### src/rtl/cv32e40x_fifo_gen.sv
// Generic width-parametrised synchronous FIFO with watermarks, push-through
// when full on a same-cycle pop, sticky overflow/underflow flags and
// flush / flush-but-first for pipeline kills.
//
// Ports:
//   clk_i               clock
//   rst_i               synchronous active-high reset
//   flush_i             drop all entries
//   flush_but_first_i   drop all entries except the head
//   clr_err_i           clear sticky error flags
//   data_i / push_i     push data and request
//   data_o / pop_i      head data and pop request
//   full_o, empty_o     occupancy status
//   almost_full_o       cnt_o >= AF_TH
//   almost_empty_o      cnt_o <= AE_TH
//   cnt_o               occupancy
//   overflow_o          sticky: a push was rejected
//   underflow_o         sticky: a pop was rejected
module cv32e40x_fifo_gen #(
    parameter int unsigned WIDTH        = 32,
    parameter int unsigned DEPTH        = 8,
    parameter bit          FALL_THROUGH = 1'b0,
    parameter int unsigned AF_TH        = DEPTH - 1,
    parameter int unsigned AE_TH        = 1,
    parameter int unsigned ADDR_W       = (DEPTH > 1) ? $clog2(DEPTH) : 1
) (
    input  logic              clk_i,
    input  logic              rst_i,
    input  logic              flush_i,
    input  logic              flush_but_first_i,
    input  logic              clr_err_i,
    input  logic [WIDTH-1:0]  data_i,
    input  logic              push_i,
    output logic [WIDTH-1:0]  data_o,
    input  logic              pop_i,
    output logic              full_o,
    output logic              empty_o,
    output logic              almost_full_o,
    output logic              almost_empty_o,
    output logic [ADDR_W:0]   cnt_o,
    output logic              overflow_o,
    output logic              underflow_o
);

    localparam logic [ADDR_W-1:0] PtrMax = ADDR_W'(DEPTH - 1);
    localparam logic [ADDR_W:0]   CntMax = (ADDR_W + 1)'(DEPTH);
    localparam logic [ADDR_W:0]   AfTh   = (ADDR_W + 1)'(AF_TH);
    localparam logic [ADDR_W:0]   AeTh   = (ADDR_W + 1)'(AE_TH);

    logic [ADDR_W-1:0] rd_ptr_q, rd_ptr_d;
    logic [ADDR_W-1:0] wr_ptr_q, wr_ptr_d;
    logic [ADDR_W:0]   cnt_q, cnt_d;
    logic [WIDTH-1:0]  mem_q [DEPTH];
    logic              ovf_q, ovf_d;
    logic              udf_q, udf_d;

    logic cnt_zero;
    logic ft_active;
    logic ft_bypass;
    logic pop_acc;
    logic push_acc;
    logic push_eff;
    logic pop_eff;
    logic do_flush;
    logic do_fbf;
    logic mem_we;

    // Explicit wrap so non-power-of-two depths work.
    function automatic logic [ADDR_W-1:0] wrap_inc(input logic [ADDR_W-1:0] p);
        return (p == PtrMax) ? '0 : p + 1'b1;
    endfunction

    always_comb begin
        cnt_zero  = (cnt_q == '0);
        ft_active = FALL_THROUGH && cnt_zero && push_i;
        // Push and pop in the same fall-through cycle pass data straight
        // across; storage is left untouched.
        ft_bypass = ft_active && pop_i;

        empty_o  = cnt_zero && !ft_active;
        full_o   = (cnt_q == CntMax);
        pop_acc  = pop_i && !empty_o;
        push_acc = push_i && (!full_o || pop_acc);

        push_eff = push_acc && !ft_bypass;
        pop_eff  = pop_acc && !ft_bypass;

        do_flush = flush_i || (flush_but_first_i && cnt_zero);
        do_fbf   = flush_but_first_i && !cnt_zero && !flush_i;
        mem_we   = push_eff && !flush_i && !flush_but_first_i;
    end

    always_comb begin
        rd_ptr_d = rd_ptr_q;
        wr_ptr_d = wr_ptr_q;
        cnt_d    = cnt_q;

        if (do_flush) begin
            rd_ptr_d = '0;
            wr_ptr_d = '0;
            cnt_d    = '0;
        end else if (do_fbf) begin
            wr_ptr_d = wrap_inc(rd_ptr_q);
            cnt_d    = (ADDR_W + 1)'(1);
        end else begin
            if (push_eff) begin
                wr_ptr_d = wrap_inc(wr_ptr_q);
            end
            if (pop_eff) begin
                rd_ptr_d = wrap_inc(rd_ptr_q);
            end
            unique case ({push_eff, pop_eff})
                2'b10:   cnt_d = cnt_q + 1'b1;
                2'b01:   cnt_d = cnt_q - 1'b1;
                default: cnt_d = cnt_q;
            endcase
        end
    end

    // A new error wins over a same-cycle clear.
    always_comb begin
        ovf_d = (ovf_q && !clr_err_i) || (push_i && !push_acc);
        udf_d = (udf_q && !clr_err_i) || (pop_i && !pop_acc);
    end

    always_ff @(posedge clk_i) begin
        if (rst_i) begin
            rd_ptr_q <= '0;
            wr_ptr_q <= '0;
            cnt_q    <= '0;
            ovf_q    <= 1'b0;
            udf_q    <= 1'b0;
            for (int i = 0; i < DEPTH; i++) begin
                mem_q[i] <= '0;
            end
        end else begin
            rd_ptr_q <= rd_ptr_d;
            wr_ptr_q <= wr_ptr_d;
            cnt_q    <= cnt_d;
            ovf_q    <= ovf_d;
            udf_q    <= udf_d;
            if (mem_we) begin
                mem_q[wr_ptr_q] <= data_i;
            end
        end
    end

    always_comb begin
        data_o         = ft_active ? data_i : mem_q[rd_ptr_q];
        cnt_o          = cnt_q;
        almost_full_o  = (cnt_q >= AfTh);
        almost_empty_o = (cnt_q <= AeTh);
        overflow_o     = ovf_q;
        underflow_o    = udf_q;
    end

endmodule

### config.mk
export PLATFORM = sky130hd
export DESIGN_NAME = cv32e40x_fifo_gen
export DESIGN_NICKNAME = d
export VERILOG_FILES = /design/src/rtl/cv32e40x_fifo_gen.sv
export SDC_FILE = /design/constraint.sdc
export NUM_CORES = 1
export LEC_CHECK = 0
export ABC_AREA = 0
export CORE_ASPECT_RATIO = 1.5
export CORE_MARGIN = 5
export CORE_UTILIZATION = 45
export DETAILED_ROUTE_END_ITERATION = 10
export DONT_BUFFER_PORTS = 1
export PLACE_DENSITY_LB_ADDON = 0.1
export SYNTH_ARGS = -nofsm -noshare
export SYNTH_HDL_FRONTEND = slang
export SYNTH_SLANG_ARGS = --single-unit
### constraint.sdc
create_clock -name clk_i -period 3.8 [get_ports clk_i]
set_input_delay 0.76 -clock clk_i [delete_from_list [all_inputs] [get_ports clk_i]]
set_output_delay 0.76 -clock clk_i [all_outputs]
set_load 0.02 [all_outputs]
==> impl_metrics.csv, run 1 <==
group,metric,value,unit
final_layout,final_nets,873,
synth,synthesis.area,0.0120,mm²
place,gp_congestion,0.780,
clocking,cts-htree-levels,1,
global_route,grt_overflow_total,0,
pwr,power,6.35,mW
sta,min_period,3.17,ns
floorplan,num_io_pins,81,
final_layout,fin_cells,1183,
sta,setup_viol,0,
floorplan,die-area,0.0301,mm²
detailed_routing,routed_wl,28400,µm
setup_path,crit_path_end_kind,"primary output",
global_route,grt_antenna_before_repair,0,
synth,syn_area_per_cell,14.4,µm²
detailed_routing,drtIter0Drc,534,
place,io_buffers,0,
min_path,hold_path_class,"input pin to flop",
sta,hold_viol,0,
pwr,p_seq_share,53.4,%
sta,fin_crit_sh,83.5,%
detailed_routing,first_pass_iters,5,
place,dp_cells,1136,
floorplan,start_util,45.4,%
sta,setup_slack,0.628,ns
detailed_routing,drc,0,
sta,rsz0062_at_grt,"no",
sta,tns,0,ns
min_path,min_to,"underflow_o$_SDFF_PP0_",
clocking,postCtsSetupRepairBufs,0,
setup_path,crit_fanout,22,
pwr,p_int,5.07,mW
setup_path,cpLargestDelayFamily,"multiplexers",
final_layout,antennaDiodeCount,0,
setup_path,r2r_setup_slack,1.00,ns
global_route,grt_usage,19.2,%
clocking,cts-root-buf,"clkbuf_16",
detailed_routing,ant_nets,0,
pwr,power.share.clock,42.3,%
synth,synth_seq_cells,271,
setup_path,crit_type,"flop to primary output",
sta,hold_slack,0.309,ns
setup_path,worst_ep_arrival_time,2.41,ns
setup_path,path_buf_inv,1,
clocking,max-clock-path-buffers,3,
setup_path,crit_required,3.04,ns
flow_run,maxCapViolations,0,
clocking,cts_hold_buf,0,
pwr,swShare,20.1,%
synth,yosys_warnings,0,
global_route,grt_pass1_vias,7481,
clocking,numCtsBuffers,26,
synth,synthTopCellsByArea,"edfxtp_1, mux4_2, nor2_1, mux2_2, dfxtp_1",
pwr,cellPowerDensity,477,mW/mm²
setup_path,r2r_end,"mem_q[0][18]$_SDFFCE_PN0P_",
clocking,clkLatencyLatePin,0.52,ns
sta,tightest_slew,1.08,ns
clocking,cts.sinks,271,
global_route,grt_max_degree,65,
synth,yosys.area.top_type,"edfxtp_1",
setup_path,worstPathCellList,"buf_12, mux4_2, mux2_2",
sta,fmax,0.315,GHz
final_layout,area_delta_synth_final,11.0,%
setup_path,worst_path_max_delay_cell,"dfxtp_4",
detailed_routing,vias,6803,
clocking,cts_tree,"built",
floorplan,die_w,143,µm
clocking,post_cts_resized,0,
detailed_routing,viasPerCell,5.75,
place,dpl_worst_slack,1.02,ns
synth,synth.distinct_cells,44,
final_layout,drive_above_1_share,20.6,%
pwr,combPwrFrac,4.3,%
setup_path,start_kind,"flop",
synth,synth_top_area_share,64.2,%
floorplan,fp.coreArea,0.0264,mm²
synth,netlist_instances,833,
min_path,holdPathStages,1,
clocking,clkTransAtPathRegs,0.06,ns
detailed_routing,routedWlPerCell,24.0,µm
synth,syn_nets,879,
pwr,p_sw,1.28,mW
pwr,leakage,4.54,nW
min_path,min_from,"rst_i",
sta,slew_headroom,27.7,%
synth,seq_area_frac_synth,66.7,%
place,dp_hpwl,16200,µm
sta,fin_skew,0.00526,ns
floorplan,die_y,210,µm
setup_path,rr_startpoint,"cnt_o[1]$_SDFFE_PP0P_",
floorplan,fp-row-count,73,
run_status,status,"finished, final reports clean",
setup_path,slowest_delay,0.67,ns
sta,report.final.slew_viol_count,0,
setup_path,rr_worst_depth,8,
global_route,grt_pass1_wl,43700,µm
pwr,ir_worst_vdd,279,µV
[area by class of cell]
class | instances | area (µm²)
inverters | 5 | 18.8
clock buffers | 40 | 744
repair buffers | 22 | 228
flip-flops and latches | 271 | 8000
well taps | 337 | 422
clock inverters | 7 | 136
fillers | 2254 | 13100
multi-input cells | 501 | 3750
[worst max-delay path by stage]
stage / startpoint / endpoint / slack [ns] / cells after the start
CTS: flop / data_o[2] / 0.56 / 3
floorplan: cnt_o[1]$_SDFFE_PP0P_ / mem_q[1][0]$_SDFFCE_PN0P_ / 0.30 / 8
detailed placement: cnt_o[1]$_SDFFE_PP0P_ / mem_q[1][17]$_SDFFCE_PN0P_ / 1.02 / 7
global placement: cnt_o[0]$_SDFFE_PP0P_ / mem_q[1][11]$_SDFFCE_PN0P_ / 1.10 / 7
finish: flop / data_o[2] / 0.63 / 3
global route: flop / data_o[2] / 0.48 / 3
[cells in the final DEF, fill, tap and decap left out, drive strengths merged, types with 3 or more instances in the layout]
cell type	instances
nor2	269
edfxtp	256
nand2	69
mux4	64
clkbuf	40
mux2	32
buf	22
dfxtp	15
o21bai	8
mux2i	7
ha	7
nor2b	6
inv	5
bufinv	4
a21oi	4
nand2b	3
a211oi	3
o21ai	3
nor3	3
[power groups by stage]
stage               combinational [mW]  clock, mW  sequential (mW)
global route                     0.291       2.87             3.40
detailed placement               0.277          0             3.46
floorplan                        0.187          0             3.45
global placement                 0.273          0             3.45
finish                           0.271       2.69             3.39
CTS                              0.278       2.75             3.39
[registers in the layout, indices dropped and copies added, names as in the netlist, named ones only]
signal,flops
mem_q,256
cnt_o,4
rd_ptr_q,3
wr_ptr_q,3
overflow_o,1
underflow_o,1
[per-layer routing]
layer  track usage, %  part of all wire [%]  vias to the layer above
met5                0                     0                        -
met4             5.17                   2.3                        0
met3             3.60                   6.2                       49
met2             35.1                    55                      230
met1             22.9                    37                     3508
li1                 -                     -                     3016
[worst reg2reg max path: cells and delay by family, from the launching register on]
family | cells | cell delay (ns)
flip-flops | 1 | 0.56
AO/OA/AOI/OAI | 2 | 0.53
buffers and inverters | 3 | 0.74
AND/OR/NAND/NOR | 2 | 0.33
adder cells (fa/ha/maj) | 1 | 0.29
[metrics by stage]
| stage | area, µm² | utilization [%] |
|---|---|---|
| 2_1_floorplan | 12000 | - |
| 3_3_place_gp | 12400 | 47.0 |
| 3_5_place_dp | 12400 | 47.0 |
| 4_1_cts | 13300 | 50.4 |
| 5_1_grt | 13300 | 50.4 |
| 6_report | 13300 | 50.4 |
[cells by family (layout without fill, tap and decap cells)]
| kind of cell | Yosys count | count (layout) | synth area share [%] |
|---|---|---|---|
| XOR/XNOR | 1 | 1 | 0.0731 |
| AO/OA/AOI/OAI | 27 | 27 | 1.67 |
| flip-flops | 271 | 271 | 66.7 |
| buffers and inverters | 61 | 74 | 2.98 |
| multiplexers | 103 | 103 | 15.6 |
| adder cells (fa/ha/maj) | 7 | 7 | 0.731 |
| AND/OR/NAND/NOR | 363 | 363 | 12.3 |
[synth_stat cells]
master / number
a211o_1: 1
a211oi_1: 3
a21o_1: 1
a21oi_1: 3
a21oi_2: 1
a221oi_2: 1
a2bb2oi_1: 1
a31oi_1: 2
and2b_1: 1
and3_1: 2
buf_1: 7
buf_2: 8
buf_4: 27
buf_6: 2
clkbuf_1: 11
clkbuf_2: 1
clkinv_1: 1
dfxtp_1: 15
edfxtp_1: 256
ha_1: 7
inv_1: 4
mux2_2: 32
mux2i_1: 7
mux4_2: 64
nand2_1: 69
nand2b_1: 3
nand3_1: 1
nand3_2: 1
nand4_2: 1
nand4b_2: 2
nor2_1: 269
nor2b_1: 6
nor3_1: 2
nor3_4: 1
nor4bb_1: 1
o211ai_1: 1
o21ai_0: 3
o21bai_1: 8
o31a_1: 1
o32a_1: 1
or2b_1: 1
or3_1: 2
or3b_4: 1
xnor2_1: 1
Note: power is estimated with default switching activity, not from simulation.
==> inputs of run 2 (changes only) <==
==> constraint.sdc (replaced) <==
create_clock -name clk_i -period 3.02 [get_ports clk_i]
set_input_delay 0.604 -clock clk_i [delete_from_list [all_inputs] [get_ports clk_i]]
set_output_delay 0.604 -clock clk_i [all_outputs]
set_load 0.02 [all_outputs]
==> run 2 against run 1 <==
Net effect: wire length grew 0.16%; die area is the same; global-route usage grew 0.24 points; largest cell class unchanged; highest routed layer unchanged.
==> impl_metrics.csv, run 2 (synthesized netlist as in run 1, its figures left out) <==
group,metric,value,unit
final_layout,largest_reg_flops,256,
clocking,post_cts_resized,0,
floorplan,start_util,45.4,%
clocking,cts_tree,"built",
floorplan,die_y,210,µm
final_layout,antennaDiodeCount,0,
sta,fin_crit_sh,92.8,%
pwr,leakage,4.60,nW
clocking,cts_hold_buf,0,
setup_path,crit_path_end_kind,"primary output",
detailed_routing,drtIter0Drc,478,
pwr,p_seq_share,53.9,%
pwr,cellPowerDensity,592,mW/mm²
clocking,clkTransAtPathRegs,0.06,ns
floorplan,fp-row-count,73,
sta,setup_viol,0,
floorplan,num_io_pins,81,
min_path,hold_path_class,"input pin to flop",
detailed_routing,ant_nets,0,
setup_path,crit_required,2.42,ns
clocking,cts.sinks,271,
final_layout,reg_top3,"mem_q x256, cnt_o x4",
sta,slew_headroom,46.2,%
clocking,cts-htree-levels,1,
final_layout,area_delta_synth_final,11.5,%
floorplan,die_w,143,µm
setup_path,crit_type,"flop to primary output",
pwr,power.share.clock,41.7,%
global_route,grt_usage,19.4,%
clocking,cts-root-buf,"clkbuf_16",
pwr,p_sw,1.64,mW
pwr,combPwrFrac,4.4,%
sta,hold_slack,0.151,ns
clocking,clkLatencyLatePin,0.54,ns
place,dpl_worst_slack,0.458,ns
global_route,grt_overflow_total,0,
setup_path,crit_fanout,54,
clocking,postCtsSetupRepairBufs,0,
final_layout,layout_commonest_cell,"nor2_1",
pwr,swShare,20.8,%
detailed_routing,routed_wl,28500,µm
setup_path,worst_ep_arrival_time,2.20,ns
sta,setup_slack,0.216,ns
place,dp_hpwl,17000,µm
sta,tns,0,ns
run_status,status,"finished, final reports clean",
global_route,grt_max_degree,55,
global_route,grt_pass1_vias,7374,
clocking,numCtsBuffers,26,
detailed_routing,first_pass_iters,5,
detailed_routing,vias,6804,
final_layout,top_register,"mem_q",
clocking,max-clock-path-buffers,3,
sta,report.final.slew_viol_count,0,
pwr,ir_worst_vdd,397,µV
final_layout,final_nets,886,
place,gp_congestion,0.815,
sta,fmax,0.357,GHz
place,io_buffers,0,
final_layout,layout_common_cells,"nor2_1, edfxtp_1, nand2_1",
sta,fin_skew,0.0158,ns
pwr,p_int,6.26,mW
floorplan,die-area,0.0301,mm²
sta,min_period,2.80,ns
final_layout,drive_above_1_share,22.2,%
sta,rsz0062_at_grt,"no",
setup_path,start_kind,"flop",
detailed_routing,viasPerCell,5.68,
sta,hold_viol,0,
global_route,grt_antenna_before_repair,0,
floorplan,fp.coreArea,0.0264,mm²
detailed_routing,routedWlPerCell,23.8,µm
flow_run,maxCapViolations,0,
sta,tightest_slew,0.802,ns
detailed_routing,drc,0,
global_route,grt_pass1_wl,43900,µm
pwr,power,7.91,mW
run 2: critical path, cell delays in order (launching register included):
cell and delay, ns:
dfxtp_2 0.54, buf_12 0.38, mux4_2 0.37, mux2_2 0.36
run 2: stage by stage:
stage | utilization, % | std cells | cell area, µm²
after global routing | 50.6 | 1197 | 13400
after detailed placement | 47.4 | 1149 | 12500
after CTS | 50.6 | 1197 | 13400
after floorplan | - | 833 | 12000
final | 50.6 | 1197 | 13400
after global placement | 47.4 | 1149 | 12500
run 2: area by class of cell:
cell class | count | area [µm²]
clock buffers | 34 | 712
clock inverters | 14 | 148
fillers | 2255 | 13000
inverters | 5 | 18.8
multi-input cells | 501 | 3750
flip-flops and latches | 271 | 8000
well taps | 337 | 422
repair buffers | 35 | 313
run 2: path summary, 6_finish.rpt:
| check | start | endpoint | slack, ns | depth (start not counted) |
|---|---|---|---|---|
| min reg2reg | rd_ptr_q[1]$_SDFFE_PP0N_ | flop | 0.56 | 2 |
| max | flop | data_o[22] | 0.22 | 3 |
| max reg2reg | cnt_o[1]$_SDFFE_PP0P_ | mem_q[3][25]$_SDFFCE_PN0P_ | 0.43 | 7 |
| min | rst_i | underflow_o$_SDFF_PP0_ | 0.15 | 1 |
run 2: per-layer routing:
layer / routed length, µm / vias up / global-route usage [%]
met3: 1860 / 39 / 3.17
li1: - / 3051 / -
met1: 10700 / 3513 / 23.7
met5: 0 / - / 0
met4: 481 / 0 / 4.58
met2: 15400 / 201 / 35.8
run 2: power groups by stage:
stage | Combinational, mW | Clock [mW] | Sequential (mW)
global placement | 0.355 | 0 | 4.33
floorplan | 0.237 | 0 | 4.33
global route | 0.376 | 3.52 | 4.27
CTS | 0.358 | 3.37 | 4.26
finish | 0.350 | 3.30 | 4.26
detailed placement | 0.357 | 0 | 4.34
==> inputs of run 3 (changes only) <==
--- a/config.mk
+++ b/config.mk
@@ -5,9 +5,8 @@
 export SDC_FILE = /design/constraint.sdc
 export NUM_CORES = 1
 export LEC_CHECK = 0
-export ABC_AREA = 0
+export ABC_AREA = 1
 export CORE_ASPECT_RATIO = 1.5
-export CORE_MARGIN = 5
 export CORE_UTILIZATION = 45
 export DETAILED_ROUTE_END_ITERATION = 10
 export DONT_BUFFER_PORTS = 1
==> run 3 against run 2 <==
Net effect: wire length grew 3.5%; largest power group unchanged; clock power shrank 2%; synthesized cell count grew 34%; highest routed layer unchanged; critical endpoint is now data_o[2].
==> impl_metrics.csv, run 3 <==
group,metric,value,unit
sta,hold_viol,0,
synth,seq_area_frac_synth,65.0,%
synth,synth_flop_cell,"edfxtp_1",
setup_path,crit_type,"flop to primary output",
setup_path,crit_path_end_kind,"primary output",
place,io_buffers,0,
synth,yosysMostFrequentCell,"nor2_1",
synth,yosys.area.top_type,"edfxtp_1",
pwr,ir_worst_vdd,466,µV
setup_path,start_kind,"flop",
sta,tightest_slew,0.606,ns
global_route,grt_pass1_wl,45600,µm
sta,setup_slack,0.274,ns
sta,hold_slack,0.135,ns
detailed_routing,drc,0,
clocking,clkTransAtPathRegs,0.06,ns
global_route,grt_max_degree,54,
floorplan,start_util,46.1,%
setup_path,crit_required,2.42,ns
global_route,grt_overflow_total,0,
floorplan,num_io_pins,81,
sta,report.final.slew_viol_count,0,
clocking,postCtsSetupRepairBufs,0,
floorplan,die_y,204,µm
setup_path,crit_fanout,50,
global_route,grt_usage,21.7,%
detailed_routing,viasPerCell,5.43,
clocking,cts-root-buf,"clkbuf_16",
sta,setup_viol,0,
run_status,status,"finished, final reports clean",
flow_run,maxCapViolations,0,
setup_path,slowest_delay,0.55,ns
clocking,cts_hold_buf,0,
final_layout,area_delta_synth_final,9.92,%
synth,synth_edf_count,256,
sta,rsz0062_at_grt,"no",
clocking,cts-htree-levels,1,
detailed_routing,routedWlPerCell,20.0,µm
final_layout,final_nets,1157,
synth,synth_seq_cells,271,
synth,syn_area_per_cell,11.0,µm²
place,dp_hpwl,17900,µm
final_layout,reg_top3,"mem_q x256, cnt_o x4",
floorplan,die-area,0.0280,mm²
setup_path,path_buf_inv,1,
detailed_routing,first_pass_iters,4,
global_route,grt_antenna_before_repair,0,
place,dpl_worst_slack,0.676,ns
synth,netlist_instances,1113,
floorplan,fp-row-count,73,
final_layout,largest_reg_flops,256,
detailed_routing,ant_nets,0,
synth,synthesis.area,0.0123,mm²
clocking,cts_tree,"built",
final_layout,layout_common_cells,"nor2_1, edfxtp_1, nand2_1",
sta,fin_crit_sh,90.9,%
synth,async_reset_ff_share,0,%
final_layout,top_register,"mem_q",
synth,synth.distinct_cells,30,
synth,synthTopCellsByCount,"nor2_1, edfxtp_1, nand2_1",
synth,synthTopCellsByArea,"edfxtp_1, nor2_1, mux2i_1, nand2_1, o22ai_1",
setup_path,worst_path_max_delay_cell,"dfxtp_4",
setup_path,cpMostUsedCell,"nand2_1",
floorplan,fp.coreArea,0.0267,mm²
pwr,cellPowerDensity,586,mW/mm²
place,gp_congestion,0.731,
clocking,numCtsBuffers,28,
clocking,post_cts_resized,0,
sta,min_period,2.75,ns
setup_path,cpLargestDelayFamily,"flip-flops",
floorplan,die_w,137,µm
clocking,clkLatencyLatePin,0.54,ns
detailed_routing,drtIter0Drc,420,
min_path,hold_path_class,"input pin to flop",
synth,yosys_warnings,0,
sta,fin_skew,0.0156,ns
sta,slew_headroom,59.2,%
final_layout,layout_commonest_cell,"nor2_1",
final_layout,antennaDiodeCount,0,
global_route,grt_pass1_vias,8141,
detailed_routing,routed_wl,29500,µm
clocking,max-clock-path-buffers,3,
sta,tns,0,ns
final_layout,drive_above_1_share,8.91,%
detailed_routing,vias,7976,
setup_path,worst_ep_arrival_time,2.14,ns
synth,syn_nets,1159,
synth,synth_top_area_share,62.5,%
clocking,cts.sinks,271,
pwr,leakage,5.30,nW
setup_path,worstPathCellList,"buf_12, o21ai_0, o22ai_1, nand2_1, nand2_1",
sta,fmax,0.364,GHz
## run 3: cell count changes in the layout (fill, tap and decap cells not counted), sizes merged, moves of 32 or more
cell / delta
inv: +58
mux2: -32
mux2i: +57
mux4: -64
nand2: +72
nor2: +67
o21ai: +72
o22ai: +66
## run 3: logic make-up (layout without fill, tap and decap cells)
logic type,count (synthesis),count (layout),synth area share (%)
buffers and inverters,128,148,5.77
DFF,271,271,65.0
adders and majority gates,7,7,0.713
and+or+nand+nor,491,491,16.3
AOI/OAI and AO/OA,149,149,6.76
xor gates and xnor gates,3,3,0.214
muxes,64,64,5.21
## run 3: worst paths after layout
path	from	to	slack [ns]	cells after the start
setup / recovery	flop	data_o[2]	0.27	5
hold / removal	rst_i	overflow_o$_SDFF_PP0_	0.13	1
setup reg to reg	cnt_o[0]$_SDFFE_PP0P_	mem_q[5][4]$_SDFFCE_PN0P_	0.70	9
hold reg to reg	rd_ptr_q[2]$_SDFFE_PP0N_	flop	0.51	2
## run 3: cell type report
class | count | area (µm²)
inverters | 62 | 233
clock buffers | 35 | 748
clock inverters | 17 | 104
flip-flops and latches | 271 | 8000
well taps | 337 | 422
multi-input cells | 714 | 3610
fillers | 2454 | 13200
repair buffers | 34 | 393
## run 3: stage by stage
step | instances | power (mW) | instance area (µm²) | utilization (%)
CTS | 1470 | 7.98 | 13500 | 50.7
global route | 1470 | 8.17 | 13500 | 50.7
floorplan | 1113 | 4.61 | 12300 | -
global placement | 1418 | 4.75 | 12700 | 47.5
detailed placement | 1418 | 4.75 | 12700 | 47.5
finish | 1470 | 7.92 | 13500 | 50.7
## run 3: metal layers
layer  track usage [%]  up-vias  wire, µm
met1              24.8     3932     11500
met2              40.5      182     15900
met3              3.32       51      1300
met5                 0        -         0
met4              6.75        0       732
li1                  -     3811         -
## run 3: power breakdown
part	internal [mW]	switching (mW)
Combinational	0.0919	0.304
Clock	1.83	1.42
Sequential	4.23	0.0419
==> variant 1, RTL diff (config.mk and constraints of run 1) <==
`FALL_THROUGH`: 1'b0 -> 1'b1.
--- a/src/rtl/cv32e40x_fifo_gen.sv
+++ b/src/rtl/cv32e40x_fifo_gen.sv
@@ -19,7 +19,7 @@
 module cv32e40x_fifo_gen #(
     parameter int unsigned WIDTH        = 32,
     parameter int unsigned DEPTH        = 8,
-    parameter bit          FALL_THROUGH = 1'b0,
+    parameter bit          FALL_THROUGH = 1'b1,
     parameter int unsigned AF_TH        = DEPTH - 1,
     parameter int unsigned AE_TH        = 1,
     parameter int unsigned ADDR_W       = (DEPTH > 1) ? $clog2(DEPTH) : 1
Behaviour: not the same (Yosys sat finds a counterexample within 4 cycles, from zero or initial values and one cycle with rst_i high).
==> variant 1 against run 1 <==
Worst setup slack worse by 0.36 ns; global-route usage up 0.95 points; count of clock-buffer cells in the layout down 8; wire length up 6.7%; design area up 3.5%; sequential cell count unchanged; area after synthesis up 2.0%; power down 1.2%.
==> variant 1: results (changes against run 1) <==
stage;metric;value;unit;change
finish;sequential cell area share;0.581;;-0.0202
finish;number of diodes;0;;unchanged
timing;clock skew;0.0165;ns;+0.0112 ns
finish;ratio of cells with drive above 1 in the final layout;0.192;;-0.0132
global_routing;largest net degree at the start of global routing;59;;-9.2%
synth;Synth Area in XOR/XNOR;0.00348;;+0.00275
place;DP Cell Count;1245;;+9.6%
finish;Nets;980;;+12%
finish;Inverters excl. clock;6;;+1
finish;Buffers, non-clock;64;;+190%
place;Cell Area, Placed;0.0129;sq mm;+4.2%
power;Combinational Power;386;uW;+42%
setup_path;Worst path slowest cell;dfxtp_1;;
die;Rows;74;;+1.4%
synth;Compound-Gate Fraction of Synth Area;0.0260;;+0.00929
setup_path;WP data arrival;2.77;ns;+0.36 ns
power;internal power;4.92;mW;-2.8%
finish;Data buffer area share;0.0397;;+0.0226
setup_path;CP top delay family;simple AND/OR/NAND/NOR gates;;
synth;adder-cell share of the synthesized area;0.0102;;+0.00293
drt;DR vias;7393;;+8.7%
status;status;completed;;
synth;Syn Nets;951;;+8.2%
synth;post-synthesis sequential area ratio;0.653;;-0.0131
cts;clk sinks;271;;unchanged
power;IR drop worst, VDD;0.000344;V;+23%
synth;top cells by count, synth;nor2_1, edfxtp_1, nand2_1;;
place;pre-CTS WS;0.545;ns;-0.479 ns
power;Leak;4.67;nW;+2.8%
global_routing;met3 usage;0.0276;;-0.00844
drt;DR WL met3;2150;um;+22%
finish;fillers;2310;;+2.5%
finish;comb_multi_in;562;;+12%
synth;top cells by area, synth;edfxtp_1, mux4_2, nor2_1;;
finish;CLK BUF;32;;-20%
synth;Netlist cell types;39;;-11%
global_routing;first-pass GRT wire length;45900;um;+5.2%
power;Sw Share;0.215;;+0.0135
drt;Met1 Wirelength;11200;um;+6.9%
place;Final GP Congestion;0.763;;-2.2%
power;Clk. pwr;2.50;mW;-7%
synth;multiplexer share of the synthesized area;0.148;;-0.00798
global_routing;Global Route met1 Usage;0.252;;+0.0230
drt;DR WL/cell;23.4;um;-2.4%
global_routing;Overall Global Routing Usage;0.201;;+0.00948
place;detailed placer's ending HPWL;18100;um;+11%
synth;Mapped Avg Cell Area;13.6;sq um;-5.8%
drt;drt total wl;30300;um;+6.7%
setup_path;Crit Path Max Fanout;31;;+41%
finish;multi-input logic area;0.00395;sq mm;+5.2%
## variant 1: cell count changes in the layout (fill, tap and decap cells not counted), moves of 29 or more
cell | before | now
buf_4 | 17 | 58
mux2_2 | 32 | 0
mux2i_1 | 7 | 37
nand2_1 | 69 | 98
o21ai_0 | 3 | 33
## variant 1: final timing paths
kind                            depth (start not counted)                startpoint  slack [ns]                          to
worst max-delay path                                    8     cnt_o[0]$_SDFFE_PP0P_        0.27                   data_o[2]
worst max register to register                          7     cnt_o[0]$_SDFFE_PP0P_        0.92  mem_q[3][27]$_SDFFCE_PN0P_
worst min-delay path                                    1                     rst_i        0.30       overflow_o$_SDFF_PP0_
worst min register to register                          2  rd_ptr_q[1]$_SDFFE_PP0P_        0.55                    register
## variant 1: repair_timing
action / CTS / global route
resized for setup: 1 / 1
setup buffers: 0 / 0
pin swaps: 0 / 0
setup endpoints to repair: 1 / 1
==> variant 2, RTL diff (config.mk and constraints of run 1) <==
Without the edit above. Compare `cnt_q` against `CntMax` with >= in place of ==.
--- a/src/rtl/cv32e40x_fifo_gen.sv
+++ b/src/rtl/cv32e40x_fifo_gen.sv
@@ -78,7 +78,7 @@
         ft_bypass = ft_active && pop_i;
 
         empty_o  = cnt_zero && !ft_active;
-        full_o   = (cnt_q == CntMax);
+        full_o   = (cnt_q >= CntMax);
         pop_acc  = pop_i && !empty_o;
         push_acc = push_i && (!full_o || pop_acc);
 
Behaviour: no difference found for any inputs over 4 cycles, from zero or initial values and one cycle with rst_i high; that may be too few to reach the edited logic, so the function may still have changed.
==> variant 2 against run 1 <==
Global-route usage is 0.31 points lower; sequential cell count did not move; area after synthesis grew 1.7%; count of clock-buffer cells in the layout shrank 7; wire length about the same; first-iteration DRC count down 25%; non-clock buffer count fell by 1; sequential power barely moved; power is 1.6% lower; worst setup slack worse by 0.22 ns; synthesized cell count unchanged; design area rose by 0.88%; critical endpoint is now data_o[5]; highest routed layer unchanged.
==> variant 2: results (changes against run 1) <==
stage;metric;value;unit;change
setup_path;Worst path slowest cell;dfxtp_4;;
drt;Starting DRT DRC Count;400;;-25%
global_routing;largest net degree at the start of global routing;65;;unchanged
timing;Slew @ Worst Pin;1.08;ns;-0.00577 ns
finish;number of diodes;0;;unchanged
global_routing;Overall Global Routing Usage;0.189;;-0.00314
drt;DR vias;6850;;+0.69%
synth;top cells by count, synth;nor2_1, edfxtp_1, nand2_1;;
synth;post-synthesis sequential area ratio;0.656;;-0.0109
power;Leak;4.69;nW;+3.2%
synth;Syn Nets;879;;unchanged
setup_path;number of cells on the worst reg-to-reg path;5;;-3
setup_path;WP data arrival;2.63;ns;+0.22 ns
cts;CTS root buf;clkbuf_16;;
drt;drt total wl;28400;um;about the same
finish;ratio of cells with drive above 1 in the final layout;0.139;;-0.0667
place;detailed placer's ending HPWL;16400;um;+1.1%
finish;fillers;2272;;+0.80%
finish;Top Registers;mem_q (256), cnt_o (4);;
status;status;completed;;
place;Final GP Congestion;0.746;;-4.4%
finish;Nets;869;;-0.46%
synth;Netlist cell types;43;;-2.3%
cts;clock-pin slew on the worst setup and hold paths;0.06;ns;about the same
drt;DR WL/cell;24.1;um;+0.37%
setup_path;Crit Path Max Fanout;36;;+64%
global_routing;first-pass GRT wire length;43200;um;-0.96%
synth;Yosys top cell area share;0.631;;-0.0105
setup_path;Worst path max stage delay;0.80;ns;+0.13 ns
power;IR drop worst, VDD;0.000319;V;+15%
global_routing;vias in the first global route;7485;;+0.053%
timing;clock skew;0.00667;ns;+0.00141 ns
place;pre-CTS WS;0.723;ns;-0.301 ns
cts;Post-CTS Resized;0;;unchanged
place;Cell Area, Placed;0.0126;sq mm;+1.2%
place;DP Cell Count;1132;;-0.35%
synth;top cells by area, synth;edfxtp_1, mux4_1, nor2_1;;
finish;Area Overhead vs Synth;10.1;%;
==> variant 2: changes by cell type in the layout (fill, tap and decap cells not counted), sizes merged, moves of 3 or more <==
cell	before	now
nor2b	6	3
nor2	269	265
clkinv	2	10
clkbuf	40	33
nand2b	3	7
nand3b	0	4
mux2i	7	4
==> variant 2: path summary, 6_finish.rpt <==
kind | startpoint | endpoint | slack, ns
hold / removal | rst_i | overflow_o$_SDFF_PP0_ | 0.30
hold reg to reg | rd_ptr_q[0]$_SDFFE_PP0N_ | register | 0.52
setup / recovery | register | data_o[5] | 0.41
setup reg to reg | cnt_o[3]$_SDFFE_PP0P_ | mem_q[5][25]$_SDFFCE_PN0P_ | 1.11
==> variant 2: metal layers <==
layer | track usage | share of wire | vias up
met5 | 0 | 0 | -
met4 | 0.0550 | 0.027 | 0
met3 | 0.0409 | 0.070 | 53
met2 | 0.341 | 0.53 | 231
met1 | 0.224 | 0.37 | 3493
li1 | - | - | 3073
==> variant 2: power by group <==
group / internal, mW / total (mW) / switching [mW]
clock network: 1.50 / 2.58 / 1.08
registers: 3.36 / 3.39 / 0.0289
logic: 0.0932 / 0.271 / 0.178
total: 4.95 / 6.24 / 1.29
==> variant 2: area by class of cell <==
class                      instances  area share
sequential                       271       0.596
tap                              337      0.0314
inverter                           4     0.00112
clock inverter                    14      0.0108
multi-input combinational        499       0.291
timing repair buffer              21      0.0173
clock buffer                      33      0.0520
==> variant 2: cell families (layout without fill, tap and decap cells) <==
kind of cell	Yosys count	count (layout)	share of synthesized area
muxes	101	101	0.169
DFF	271	271	0.656
AOI/OAI and AO/OA	26	26	0.0150
adders and majority gates	7	7	0.00719
buffers and inverters	63	72	0.0314
and+or+nand+nor	365	365	0.121
==> variant 2: stage by stage <==
step,hold slack [ns],power [mW]
after floorplan,0.472,3.63
after global placement,0.482,3.72
after detailed placement,0.493,3.73
after CTS,0.275,6.30
after global routing,0.280,6.43
final,0.303,6.24
